[src/rtl/radioberry_pkg.sv]
// ============================================================================
// Module   : radioberry_pkg
// Brief    : Shared types and constants for the RX nibble streaming path.
//            The SYNC state only exists when RX_SYNC_NIBBLE_EN is defined.
// Revision : 1.0 - initial release
// ============================================================================
`default_nettype none

package radioberry_pkg;

  localparam int          DEFAULT_SAMPLE_W = 48;
  localparam int          DEFAULT_BURST    = 1024;
  localparam logic [3:0]  SYNC_NIBBLE      = 4'hA;

  typedef enum logic [1:0] {
    ST_IDLE  = 2'd0,
    ST_SHIFT = 2'd1
`ifdef RX_SYNC_NIBBLE_EN
    ,
    ST_SYNC  = 2'd2
`endif
  } rx_state_t;

  // Nibble counter width; a one-nibble sample still needs a 1-bit counter.
  function automatic int cnt_width(input int n);
    return (n > 1) ? $clog2(n) : 1;
  endfunction

endpackage

`default_nettype wire

[src/rtl/rx_burst_flag.sv]
// ============================================================================
// Module   : rx_burst_flag
// Brief    : Registered "burst available" flag: high while the FIFO holds at
//            least BURST samples. No hysteresis, one cycle of latency.
// Revision : 1.0 - initial release
// ============================================================================
`default_nettype none

module rx_burst_flag
  import radioberry_pkg::*;
#(
  parameter int BURST = DEFAULT_BURST,
  parameter int LVL_W = 11
) (
  input  logic             clk,
  input  logic             rst_n,
  input  logic [LVL_W-1:0] fifo_level,
  output logic             burst_flag
);

  localparam int unsigned c_burst = BURST;

  logic w_at_burst;
  logic r_flag;

  assign w_at_burst = (32'(fifo_level) >= c_burst);
  assign burst_flag = r_flag;

  // Register the threshold compare so the Pi sees a glitch-free level.
  always_ff @(posedge clk or negedge rst_n) begin
    if (!rst_n) begin
      r_flag <= 1'b0;
    end else begin
      r_flag <= w_at_burst;
    end
  end

endmodule

`default_nettype wire

[src/rtl/rx_nibble_streamer.sv]
// ============================================================================
// Module   : rx_nibble_streamer
// Brief    : Pops I/Q samples from the RX FIFO and serializes them to the Pi
//            one nibble per clock, MSB nibble first, back-to-back when the
//            FIFO keeps up. Optional macro RX_SYNC_NIBBLE_EN inserts a 4'hA
//            marker nibble ahead of every sample.
// Revision : 1.0 - initial release
// ============================================================================
`default_nettype none

module rx_nibble_streamer
  import radioberry_pkg::*;
#(
  parameter int SAMPLE_W = DEFAULT_SAMPLE_W,
  parameter int BURST    = DEFAULT_BURST,
  parameter int LVL_W    = 11
) (
  input  logic                clk,
  input  logic                rst_n,
  input  logic [SAMPLE_W-1:0] s_tdata,
  input  logic                s_tvalid,
  output logic                s_tready,
  input  logic [LVL_W-1:0]    fifo_level,
  output logic [3:0]          pi_rx_data,
  output logic                pi_rx_samples,
  output logic                underflow
);

  localparam int                 c_nib   = SAMPLE_W / 4;
  localparam int                 c_cnt_w = cnt_width(c_nib);
  localparam logic [c_cnt_w-1:0] c_last  = c_cnt_w'(c_nib - 1);

  rx_state_t             r_state;
  rx_state_t             w_state_nxt;
  logic [SAMPLE_W-1:0]   r_shreg;
  logic [SAMPLE_W-1:0]   w_shreg_nxt;
  logic [c_cnt_w-1:0]    r_cnt;
  logic [c_cnt_w-1:0]    w_cnt_nxt;
  logic [3:0]            r_data;
  logic [3:0]            w_data_nxt;
  logic                  r_underflow;
  logic                  w_uf_set;
  logic                  r_armed;
  logic                  w_ready;

  // What a fresh sample load puts into the datapath.
  rx_state_t             w_load_state;
  logic [3:0]            w_load_data;
  logic [SAMPLE_W-1:0]   w_load_shreg;

  logic [3:0]            w_top_nib;
  logic [SAMPLE_W-1:0]   w_shifted;

  assign w_top_nib = r_shreg[SAMPLE_W-1 -: 4];
  assign w_shifted = r_shreg << 4;

`ifdef RX_SYNC_NIBBLE_EN
  // Marker goes out first; the whole sample waits in the shift register.
  assign w_load_state = ST_SYNC;
  assign w_load_data  = SYNC_NIBBLE;
  assign w_load_shreg = s_tdata;
`else
  // First nibble goes straight to the output; the rest queue behind it.
  assign w_load_state = ST_SHIFT;
  assign w_load_data  = s_tdata[SAMPLE_W-1 -: 4];
  assign w_load_shreg = s_tdata << 4;
`endif

  assign s_tready      = w_ready;
  assign pi_rx_data    = r_data;
  assign underflow     = r_underflow;

  // State, shift register, nibble counter and output nibble registers.
  always_ff @(posedge clk or negedge rst_n) begin
    if (!rst_n) begin
      r_state     <= ST_IDLE;
      r_shreg     <= '0;
      r_cnt       <= '0;
      r_data      <= 4'h0;
      r_underflow <= 1'b0;
      r_armed     <= 1'b0;
    end else begin
      r_state     <= w_state_nxt;
      r_shreg     <= w_shreg_nxt;
      r_cnt       <= w_cnt_nxt;
      r_data      <= w_data_nxt;
      r_underflow <= r_underflow | w_uf_set;
      // One idle edge after reset release before the first pop is allowed.
      r_armed     <= 1'b1;
    end
  end

  // Next-state logic; s_tready is only ever raised at a sample boundary
  // and only while s_tvalid is high, so at most one pop per sample period.
  always_comb begin
    w_state_nxt = r_state;
    w_shreg_nxt = r_shreg;
    w_cnt_nxt   = r_cnt;
    w_data_nxt  = r_data;
    w_ready     = 1'b0;
    w_uf_set    = 1'b0;

    case (r_state)
      ST_IDLE: begin
        w_data_nxt = 4'h0;
        if (r_armed && s_tvalid) begin
          w_ready     = 1'b1;
          w_state_nxt = w_load_state;
          w_data_nxt  = w_load_data;
          w_shreg_nxt = w_load_shreg;
          w_cnt_nxt   = '0;
        end
      end

      ST_SHIFT: begin
        if (r_cnt == c_last) begin
          if (s_tvalid) begin
            w_ready     = 1'b1;
            w_state_nxt = w_load_state;
            w_data_nxt  = w_load_data;
            w_shreg_nxt = w_load_shreg;
            w_cnt_nxt   = '0;
          end else begin
            w_state_nxt = ST_IDLE;
            w_data_nxt  = 4'h0;
            w_shreg_nxt = '0;
            w_cnt_nxt   = '0;
            w_uf_set    = 1'b1;
          end
        end else begin
          w_data_nxt  = w_top_nib;
          w_shreg_nxt = w_shifted;
          w_cnt_nxt   = r_cnt + c_cnt_w'(1);
        end
      end

`ifdef RX_SYNC_NIBBLE_EN
      ST_SYNC: begin
        w_state_nxt = ST_SHIFT;
        w_data_nxt  = w_top_nib;
        w_shreg_nxt = w_shifted;
        w_cnt_nxt   = '0;
      end
`endif

      default: begin
        w_state_nxt = ST_IDLE;
        w_data_nxt  = 4'h0;
        w_shreg_nxt = '0;
        w_cnt_nxt   = '0;
      end
    endcase
  end

  rx_burst_flag #(
    .BURST (BURST),
    .LVL_W (LVL_W)
  ) u_burst_flag (
    .clk        (clk),
    .rst_n      (rst_n),
    .fifo_level (fifo_level),
    .burst_flag (pi_rx_samples)
  );

endmodule

`default_nettype wire

[config.mk]
export PLATFORM = sky130hd
export DESIGN_NAME = rx_nibble_streamer
export DESIGN_NICKNAME = d
export VERILOG_FILES = /design/src/rtl/radioberry_pkg.sv /design/src/rtl/rx_burst_flag.sv /design/src/rtl/rx_nibble_streamer.sv
export SDC_FILE = /design/constraint.sdc
export NUM_CORES = 1
export LEC_CHECK = 0
export BUFFER_PORTS_ARGS = -buffer_cell sky130_fd_sc_hd__buf_2
export CORE_ASPECT_RATIO = 0.75
export CORE_MARGIN = 2
export CORE_UTILIZATION = 58
export CTS_BUF_LIST = sky130_fd_sc_hd__clkbuf_4 sky130_fd_sc_hd__clkbuf_8
export DETAILED_ROUTE_END_ITERATION = 8
export PLACE_DENSITY = 0.88
export SLEW_MARGIN = 20
export SYNTH_ARGS = -nofsm -noshare
export SYNTH_HDL_FRONTEND = slang
export SYNTH_SLANG_ARGS = --single-unit
export TNS_END_PERCENT = 10
[constraint.sdc]
create_clock -name clk -period 3.27 [get_ports clk]
set_input_delay 0.654 -clock clk [delete_from_list [all_inputs] [get_ports clk]]
set_output_delay 0.654 -clock clk [all_outputs]
set_load 0.02 [all_outputs]
==> impl_metrics.env, run 1 <==
export IMPL_grt_total_usage_pct=22.8
export IMPL_tightest_slew_ns=0.976
export IMPL_gp_congestion=0.736
export IMPL_die_area_um2=4730
export IMPL_reg2reg_slack_ns=1.21
export IMPL_max_slew_margin_pct=34.8
export IMPL_drc=0
export IMPL_rows=20
export IMPL_required_ns=2.62
export IMPL_hold_class="in -> async"
export IMPL_synthDistinctLibCells=23
export IMPL_hold_violations=0
export IMPL_grt_overflow_total=0
export IMPL_coreArea_um2=4030
export IMPL_ys_ff_latch=56
export IMPL_critPathCaptureType="output pin"
export IMPL_dr_total_vias=1716
export IMPL_io_pins=69
export IMPL_outcome="finished, final reports clean"
export IMPL_cap_viol_max_count=0
export IMPL_cp_start_kind="flop"
export IMPL_internal_power_uw=1330
export IMPL_switchingPower_uw=571
export IMPL_grt_pass1_wl_um=8240
export IMPL_clk_latency_ns=0.30
export IMPL_firstDrtPassIters=4
export IMPL_setup_tns_ns=0
export IMPL_vdd_drop_max_mv=0.457
export IMPL_p_sw_share_pct=30.0
export IMPL_syn_inst=187
export IMPL_start_util_pct=60.4
export IMPL_cp_max_fo=26
export IMPL_grt_start_max_net_pins=45
export IMPL_ctsHoldBuffers=0
export IMPL_avgSynthCellArea_um2=13.0
export IMPL_synth_nets=250
export IMPL_skew_ns=0.00715
export IMPL_syn2layout_area_growth_pct=15.0
export IMPL_die_x_um=78.8
export IMPL_ant_nets=0
export IMPL_rsz0062_at_grt="false"
export IMPL_wl_per_cell_um=16.5
export IMPL_yosysWarnings=0
export IMPL_n_antenna_cell=0
export IMPL_drt_iter0_drc=131
export IMPL_drive_above_1_share_pct=31.3
export IMPL_cts_buffers=5
export IMPL_port_buffers=58
export IMPL_cts_tree="yes"
export IMPL_drv_slew=0
export IMPL_antenna_found_initial=0
export IMPL_hpwl_um=3250
export IMPL_crit_arrival_ns=1.99
export IMPL_ys_seq_area_share_pct=57.6
export IMPL_root_buffer="clkbuf_8"
export IMPL_route_detailed_vias_per_inst=5.82
export IMPL_power_density_nw_per_um2=680
export IMPL_post_cts_resized=0
export IMPL_fin_util_pct=69.4
export IMPL_fmax_mhz=378
export IMPL_critPathKind="reg -> out"
export IMPL_nets=302
export IMPL_dieHeight_um=60.1
export IMPL_power_frac_seq_pct=53.2
export IMPL_clkPwrFrac_pct=20.4
export IMPL_clk_pin_slew_worst_paths_ns=0.09
export IMPL_clock_sinks=56
export IMPL_finalSetupViolCount=0
export IMPL_power_frac_comb_pct=26.4
export IMPL_period_share_pct=80.8
export IMPL_htreeDepth=2
export IMPL_first_global_vias=1689
export IMPL_clockBufferDepth=2
export IMPL_p_leak_uw=0.00143
export IMPL_routed_wl_um=4880
export IMPL_netlist_area_um2=2430
export IMPL_post_cts_buffers=0
export IMPL_finalCriticalPeriod_ns=2.64
-- sequential cells by signal (all words and copies together) (netlist names) --
name                     cells
r_shreg                     44
r_cnt                        4
underflow                    1
pi_rx_data                   4
r_armed                      1
u_burst_flag.burst_flag      1
r_state                      1
-- logic make-up after synthesis --
logic type               Yosys count  share of synthesized area (%)
other                              1                          0.154
AO/OA/AOI/OAI                     58                           22.1
adder cells (fa/ha/maj)            1                          0.514
flip-flops                        56                           57.6
AND/OR/NAND/NOR                   52                           13.5
XOR/XNOR                           1                          0.360
buffers and inverters             18                           5.76
-- worst paths after layout --
path	end	startpoint	cells past startpoint
max	s_tready	r_cnt[0]	4
min	r_shreg[4]	rst_n	1
max reg2reg	r_shreg[45]	r_cnt[0]	5
min reg2reg	underflow	underflow	1
max in group asynchronous	r_state[0]	rst_n	2
min in group clk	u_burst_flag.burst_flag	fifo_level[10]	1
-- power groups by stage --
stage	Clock (µW)	Sequential, µW	Combinational (µW)
after floorplan	0	1010	389
after global placement	0	1020	489
after detailed placement	0	1020	509
after CTS	396	1010	509
after global routing	424	1040	559
final	389	1010	501
-- Yosys cell counts --
cell type / instances / share of area [%]
a221o_1: 40 / 16
dfrtp_1: 56 / 58
a22oi_1: 1 / 0.31
inv_1: 1 / 0.15
conb_1: 1 / 0.15
o21ai_1: 2 / 0.41
nand2_1: 4 / 0.62
buf_6: 9 / 4.2
nor2b_1: 3 / 0.77
and2_1: 39 / 10
a22o_1: 9 / 3.2
a31o_2: 1 / 0.36
nand2b_1: 2 / 0.51
nand2b_4: 1 / 0.57
and2_0: 1 / 0.26
clkbuf_1: 4 / 0.62
xor2_1: 1 / 0.36
nand4b_1: 1 / 0.36
ha_1: 1 / 0.51
and3b_1: 1 / 0.36
a21oi_2: 2 / 0.72
o21ai_0: 3 / 0.62
buf_2: 4 / 0.82
-- metal layers --
layer / share of wire, % / up-vias / track usage (%)
met5: 0 / - / 0
met4: 0.94 / 0 / 4.51
met3: 6.4 / 6 / 5.74
met2: 43 / 60 / 33.7
met1: 49 / 846 / 34.6
li1: - / 804 / -
-- worst max-delay path: stages, from the launching register on --
cell      delay, ns
dfrtp_1        0.39
ha_1           0.22
nand4b_1       0.17
a21oi_4        0.62
buf_2          0.29
-- area by class of cell --
class	instances	area [µm²]
fill	312	1230
inverter	1	3.75
clock inverter	1	7.51
tap	55	68.8
multi-input combinational	113	906
timing repair buffer	62	320
clock buffer	7	90.1
sequential	56	1400
-- placed cells by master, fill, tap and decap left out, types with 2 or more instances in the layout --
cell / synthesis / layout
a221o_1: 40 / 40
a22o_1: 9 / 9
and2_1: 39 / 39
buf_2: 4 / 58
buf_4: 0 / 4
clkbuf_8: 0 / 6
dfrtp_1: 56 / 56
nand2_1: 4 / 4
nand2b_1: 2 / 2
nor2b_1: 3 / 2
o21ai_0: 3 / 3
o21ai_1: 2 / 2
-- per-stage QoR --
stage	total power [µW]	cells	area [µm²]	hold slack [ns]	worst slack (ns)
floorplan	1400	187	2430	0.358	1.51
global placement	1500	287	2700	0.465	0.955
finish	1900	295	2800	0.443	0.627
CTS	1920	295	2800	0.447	0.631
global route	2020	295	2800	0.439	0.464
detailed placement	1530	287	2700	0.450	0.949
No activity file was read; power rests on OpenSTA's default activity.
==> run 2: changes to the inputs <==
CORE_UTILIZATION = 53   (was 58)
PLACE_DENSITY = 0.81   (was 0.88)
clock period = 2.7 ns   (was 3.27 ns; I/O delays follow)
==> run 2 against run 1 <==
Effect of this change: clock power is 13% higher; sequential share of layout area down 0.47 points; routed wire length increased by 3.2%; core utilization down 5.8 points; global-route usage shrank 0.94 points; critical endpoint unchanged; flip-flop and latch count is the same; critical path depth unchanged.
==> impl_metrics.env, run 2 (synthesized netlist as in run 1, its figures left out) <==
export IMPL_nets=304
export IMPL_clk_pin_slew_worst_paths_ns=0.09
export IMPL_grt_start_max_net_pins=39
export IMPL_period_share_pct=74.7
export IMPL_antenna_found_initial=0
export IMPL_first_global_vias=1748
export IMPL_ant_nets=0
export IMPL_met3_usage_pct=5.92
export IMPL_hpwl_um=3450
export IMPL_firstDrtPassIters=4
export IMPL_post_cts_resized=0
export IMPL_fmax_mhz=496
export IMPL_hold_ws_ns=0.175
export IMPL_outcome="finished, final reports clean"
export IMPL_crit_arrival_ns=1.48
export IMPL_setup_tns_ns=0
export IMPL_critPathMaxStageDelay_ns=0.39
export IMPL_rr_startpoint="r_cnt[0]"
export IMPL_critPathKind="reg -> out"
export IMPL_cap_viol_max_count=0
export IMPL_cp_start_kind="flop"
export IMPL_clockBufferDepth=2
export IMPL_grt_pass1_wl_um=8560
export IMPL_drt_iter0_drc=100
export IMPL_grt_overflow_total=0
export IMPL_drc=0
export IMPL_finalSetupViolCount=0
export IMPL_cts_tree="yes"
export IMPL_wl_per_cell_um=16.9
export IMPL_htreeDepth=2
export IMPL_hold_class="in -> async"
export IMPL_max_slew_margin_pct=63.9
export IMPL_route_detailed_vias_per_inst=5.70
export IMPL_drive_above_1_share_pct=31.5
export IMPL_largest_register="r_shreg"
export IMPL_tightest_slew_ns=0.540
export IMPL_largest_reg_flops=44
export IMPL_clock_sinks=56
export IMPL_slowest_stage="dfrtp_1"
export IMPL_coreArea_um2=4440
export IMPL_hold_violations=0
export IMPL_finalCriticalPeriod_ns=2.02
export IMPL_drv_slew=0
export IMPL_vdd_drop_max_mv=0.394
export IMPL_post_cts_buffers=0
export IMPL_grt_total_usage_pct=21.9
export IMPL_io_pins=69
export IMPL_ctsHoldBuffers=0
export IMPL_reg2reg_slack_ns=0.86
export IMPL_critPathCaptureType="output pin"
export IMPL_required_ns=2.16
export IMPL_placed_cell_area_um2=2740
export IMPL_root_buffer="clkbuf_8"
export IMPL_final_common_cell="buf_2"
export IMPL_gp_congestion=0.774
export IMPL_use_met1_pct=34.4
export IMPL_syn2layout_area_growth_pct=16.1
export IMPL_rsz0062_at_grt="false"
export IMPL_skew_ns=0.00430
export IMPL_p_leak_uw=0.00144
export IMPL_cts_buffers=5
export IMPL_start_util_pct=54.8
export IMPL_die_x_um=82.2
export IMPL_routed_wl_um=5040
export IMPL_use_met2_pct=30.8
export IMPL_n_antenna_cell=0
export IMPL_crit_chain="ha_1 -> nand4b_1 -> a21oi_4 -> buf_2"
export IMPL_rows=21
export IMPL_reg2reg_to="r_shreg[16]"
export IMPL_reg2reg_depth=5
export IMPL_power_density_nw_per_um2=815
export IMPL_grt_busiest_layer="met1"
export IMPL_clk_latency_ns=0.30
export IMPL_dieHeight_um=62.7
export IMPL_dr_total_vias=1698
export IMPL_final_cell_area_um2=2820
export IMPL_die_area_um2=5150
export IMPL_cp_max_fo=4
export IMPL_layout_common_cells="buf_2, dfrtp_1, a221o_1"
export IMPL_port_buffers=58
[run 2: how the worst max path moves through the flow]
stage,startpoint,end,slack (ns),depth (start not counted)
3_3_place_gp,r_cnt[0],r_shreg[16],0.89,5
4_1_cts,r_cnt[0],s_tready,0.68,4
2_1_floorplan,r_cnt[0],s_tready,1.05,4
3_5_place_dp,r_cnt[0],r_shreg[16],0.88,5
5_1_grt,r_cnt[0],s_tready,0.58,4
6_report,r_cnt[0],s_tready,0.68,4
[run 2: final cells by class]
class,instances,area [µm²]
Tap cell,57,71.3
Clock buffer,6,76.3
Multi-Input combinational cell,113,906
Clock inverter,1,5.00
Timing Repair Buffer,64,360
Sequential cell,56,1400
Inverter,1,3.75
Fill cell,366,1620
[run 2: stage by stage]
step	setup WS (ns)	instances	total power, µW	util, %
6_report	0.683	298	2300	63.6
5_1_grt	0.581	298	2450	63.6
4_1_cts	0.679	298	2310	63.6
3_5_place_dp	0.878	291	1880	61.8
3_3_place_gp	0.886	291	1850	61.8
2_1_floorplan	1.05	187	1700	-
[run 2: power breakdown]
group          total, µW  switching [µW]  internal (µW)
Clock                438             251            187
Combinational        636             301            335
Sequential          1230             148           1080
[run 2: per-layer routing]
metal  vias to the layer above  wire length [µm]
li1                        807                 -
met5                         -                 0
met1                       826              2520
met4                         0                26
met2                        61              2090
met3                         4               400
[run 2: critical path: cells and delay by family, from the launching register on]
family,cells,cell delay (ns)
fa+ha+maj,1,0.22
simple gates,1,0.17
compound gates,1,0.20
buf+inv,1,0.19
flops,1,0.39
==> run 3: changes to the inputs <==
ABC_AREA = 1   (was not set)
CORE_UTILIZATION = 50   (was 53)
PLACE_DENSITY = 0.78   (was 0.81)
clock period = 1.7 ns   (was 2.7 ns; I/O delays follow)
==> run 3 against run 2 <==
Effect of this change: the run now ends with negative setup slack left; via count rose by 61%; clock power rose by 78%; clock-buffer cell count rose by 2; first-iteration DRC count rose by 110%; hold slack got worse by 0.039 ns; combinational power rose to 3.5 times the previous value; critical path depth rose by 2; clock skew fell by 0.00079 ns; synthesized area rose by 21%.
==> impl_metrics.env, run 3 <==
export IMPL_rr_startpoint="r_state[0]"
export IMPL_synthMuxAreaShare_pct=0
export IMPL_cp_start_kind="flop"
export IMPL_p_leak_uw=0.00198
export IMPL_reg2reg_slack_ns=0.21
export IMPL_synth_nets=462
export IMPL_synth_top_cell_by_area="dfrtp_1"
export IMPL_cts_buffers=5
export IMPL_antenna_found_initial=0
export IMPL_layout_cells_non_filler=537
export IMPL_dr_total_vias=2728
export IMPL_layout_setup_ws_ns=-0.0437
export IMPL_cp_max_fo=2
export IMPL_coreArea_um2=5770
export IMPL_n_fill_cell=534
export IMPL_drive_above_1_share_pct=21.1
export IMPL_yosys_area_share_simple_pct=38.8
export IMPL_synth_most_common_cell="nand2_1"
export IMPL_synth_adder_area_share_pct=0.425
export IMPL_hold_class="in -> reg"
export IMPL_root_buffer="clkbuf_8"
export IMPL_ys_ff_latch=56
export IMPL_pre_cts_ws_ns=0.170
export IMPL_first_global_vias=2453
export IMPL_critPathKind="reg -> out"
export IMPL_multi_input_area_um2=1240
export IMPL_grt_overflow_total=0
export IMPL_die_x_um=92.6
export IMPL_rows=24
export IMPL_nets=521
export IMPL_setup_worst_path_start="r_cnt[1]"
export IMPL_syn_inst=399
export IMPL_netlist_area_um2=2950
export IMPL_final_cell_area_um2=3510
export IMPL_yosysWarnings=0
export IMPL_syn2layout_area_growth_pct=19.3
export IMPL_io_pins=69
export IMPL_placed_cell_area_um2=3310
export IMPL_ys_top_cells_by_count="nand2_1, nand3_1, dfrtp_1"
export IMPL_crit_arrival_ns=1.40
export IMPL_clockBufferDepth=2
export IMPL_drv_slew=0
export IMPL_synthDistinctLibCells=21
export IMPL_wl_per_cell_um=12.5
export IMPL_critPathCaptureType="output pin"
export IMPL_cap_viol_max_count=0
export IMPL_largest_register="r_shreg"
export IMPL_synth_enable_flop_cells=0
export IMPL_synthTopCellsByArea="dfrtp_1, nand2_1, nand3_1"
export IMPL_hold_violations=0
export IMPL_clock_sinks=56
export IMPL_clk_pin_slew_worst_paths_ns=0.09
export IMPL_firstDrtPassIters=4
export IMPL_hpwl_um=4580
export IMPL_cp_endpoint="s_tready"
export IMPL_fin_util_pct=61.0
export IMPL_async_flop_share_pct=100
export IMPL_dieHeight_um=70.5
export IMPL_total_power_uw=5090
export IMPL_final_common_cell="nand2_1"
export IMPL_clk_latency_ns=0.30
export IMPL_outcome="finished, violations left"
export IMPL_rsz0062_at_grt="true"
export IMPL_layout_common_cells="nand2_1, nand3_1, buf_2"
export IMPL_reg2reg_to="r_shreg[6]"
export IMPL_vdd_drop_max_mv=0.658
export IMPL_synth_compound_area_share_pct=1.57
export IMPL_reg2reg_depth=6
export IMPL_violations="negative setup slack"
export IMPL_start_util_pct=51.1
export IMPL_avgSynthCellArea_um2=7.38
export IMPL_htreeDepth=2
export IMPL_ant_nets=0
export IMPL_gp_congestion=0.898
export IMPL_drc=0
export IMPL_finalSetupViolCount=1
export IMPL_fmax_mhz=573
export IMPL_synth_top_family_by_area="simple AND/OR/NAND/NOR gates"
export IMPL_grt_total_usage_pct=21.9
export IMPL_drt_iter0_drc=206
export IMPL_synth_xor_area_share_pct=0.297
export IMPL_skew_ns=0.00351
export IMPL_synth_top_area_share_pct=47.6
export IMPL_grt_start_max_net_pins=37
export IMPL_required_ns=1.36
export IMPL_placed_cells=521
export IMPL_cts_tree="yes"
export IMPL_route_detailed_vias_per_inst=5.08
export IMPL_period_share_pct=103
export IMPL_power_density_nw_per_um2=1450
export IMPL_largest_reg_flops=44
export IMPL_grt_pass1_wl_um=11300
export IMPL_die_area_um2=6530
export IMPL_synth_ff_type="dfrtp_1"
export IMPL_routed_wl_um=6700
export IMPL_finalCriticalPeriod_ns=1.74
export IMPL_n_antenna_cell=0
export IMPL_regArea_um2=1400
export IMPL_ys_seq_area_share_pct=47.6
export IMPL_port_buffers=58
-- run 3: cell count changes in the layout (fill, tap and decap cells not counted), moves of 3 or more --
cell	change
nand4_1	+10
nand3_1	+99
nor2_1	+7
o21ai_0	-3
buf_4	+14
a221o_1	-40
inv_1	+40
nand2_1	+138
a22o_1	-9
and2_1	-39
-- run 3: worst min-delay path by stage --
stage                              start                      end  slack [ns]  cells after the start
after floorplan                    rst_n            pi_rx_data[0]        0.04                      0
after global placement             rst_n  u_burst_flag.burst_flag        0.27                      1
after detailed placement           rst_n  u_burst_flag.burst_flag        0.27                      1
after CTS                 fifo_level[10]  u_burst_flag.burst_flag        0.13                      1
after global routing      fifo_level[10]  u_burst_flag.burst_flag        0.13                      1
final                     fifo_level[10]  u_burst_flag.burst_flag        0.14                      1
-- run 3: logic make-up after synthesis --
kind of cell | count (synthesis)
XOR/XNOR | 1
adder cells (fa/ha/maj) | 1
AO/OA/AOI/OAI | 6
other | 1
AND/OR/NAND/NOR | 263
flip-flops | 56
buffers and inverters | 71
-- run 3: cell type report --
| cell class | count | share of cell area, % |
|---|---|---|
| multi-input cells | 272 | 35.4 |
| flip-flops and latches | 56 | 39.9 |
| inverters | 43 | 4.59 |
| well taps | 78 | 2.78 |
| repair buffers | 80 | 14.5 |
| clock buffers | 8 | 2.78 |
-- run 3: layer usage --
metal	vias to the layer above	GRT usage [%]	share of wire (%)
met4	0	6.86	1.4
met3	9	3.45	5.6
li1	1382	-	-
met1	1270	31.7	46
met2	67	34.0	47
met5	-	0	0
-- run 3: worst max-delay path, stage by stage, from the launching register on --
cell     delay, ns
dfrtp_1       0.42
ha_4          0.18
nand2_2       0.08
nor2_4        0.04
nor2_2        0.16
nor3_2        0.05
buf_4         0.16
-- run 3: report_power, final --
| part | switching, µW | internal, µW | leakage [µW] |
|---|---|---|---|
| logic | 1340 | 878 | 0.00119 |
| clock network | 412 | 366 | 0.0000523 |
| registers | 291 | 1800 | 0.000734 |
-- run 3: what timing repair did --
action / 4_1_cts / 5_1_grt
buffers inserted: 7 / 0
setup endpoints to repair: 1 / 1
pin swaps: 2 / 0
hold endpoints to repair: 13 / 0
hold buffers: 1 / 0
gates resized for setup: 6 / 1
-- run 3: through the flow --
| step | TNS [ns] | hold WS (ns) |
|---|---|---|
| after floorplan | 0 | 0.0444 |
| after global placement | 0 | 0.272 |
| after detailed placement | 0 | 0.272 |
| after CTS | 0 | 0.130 |
| after global routing | -0.101 | 0.126 |
| final | -0.0437 | 0.136 |
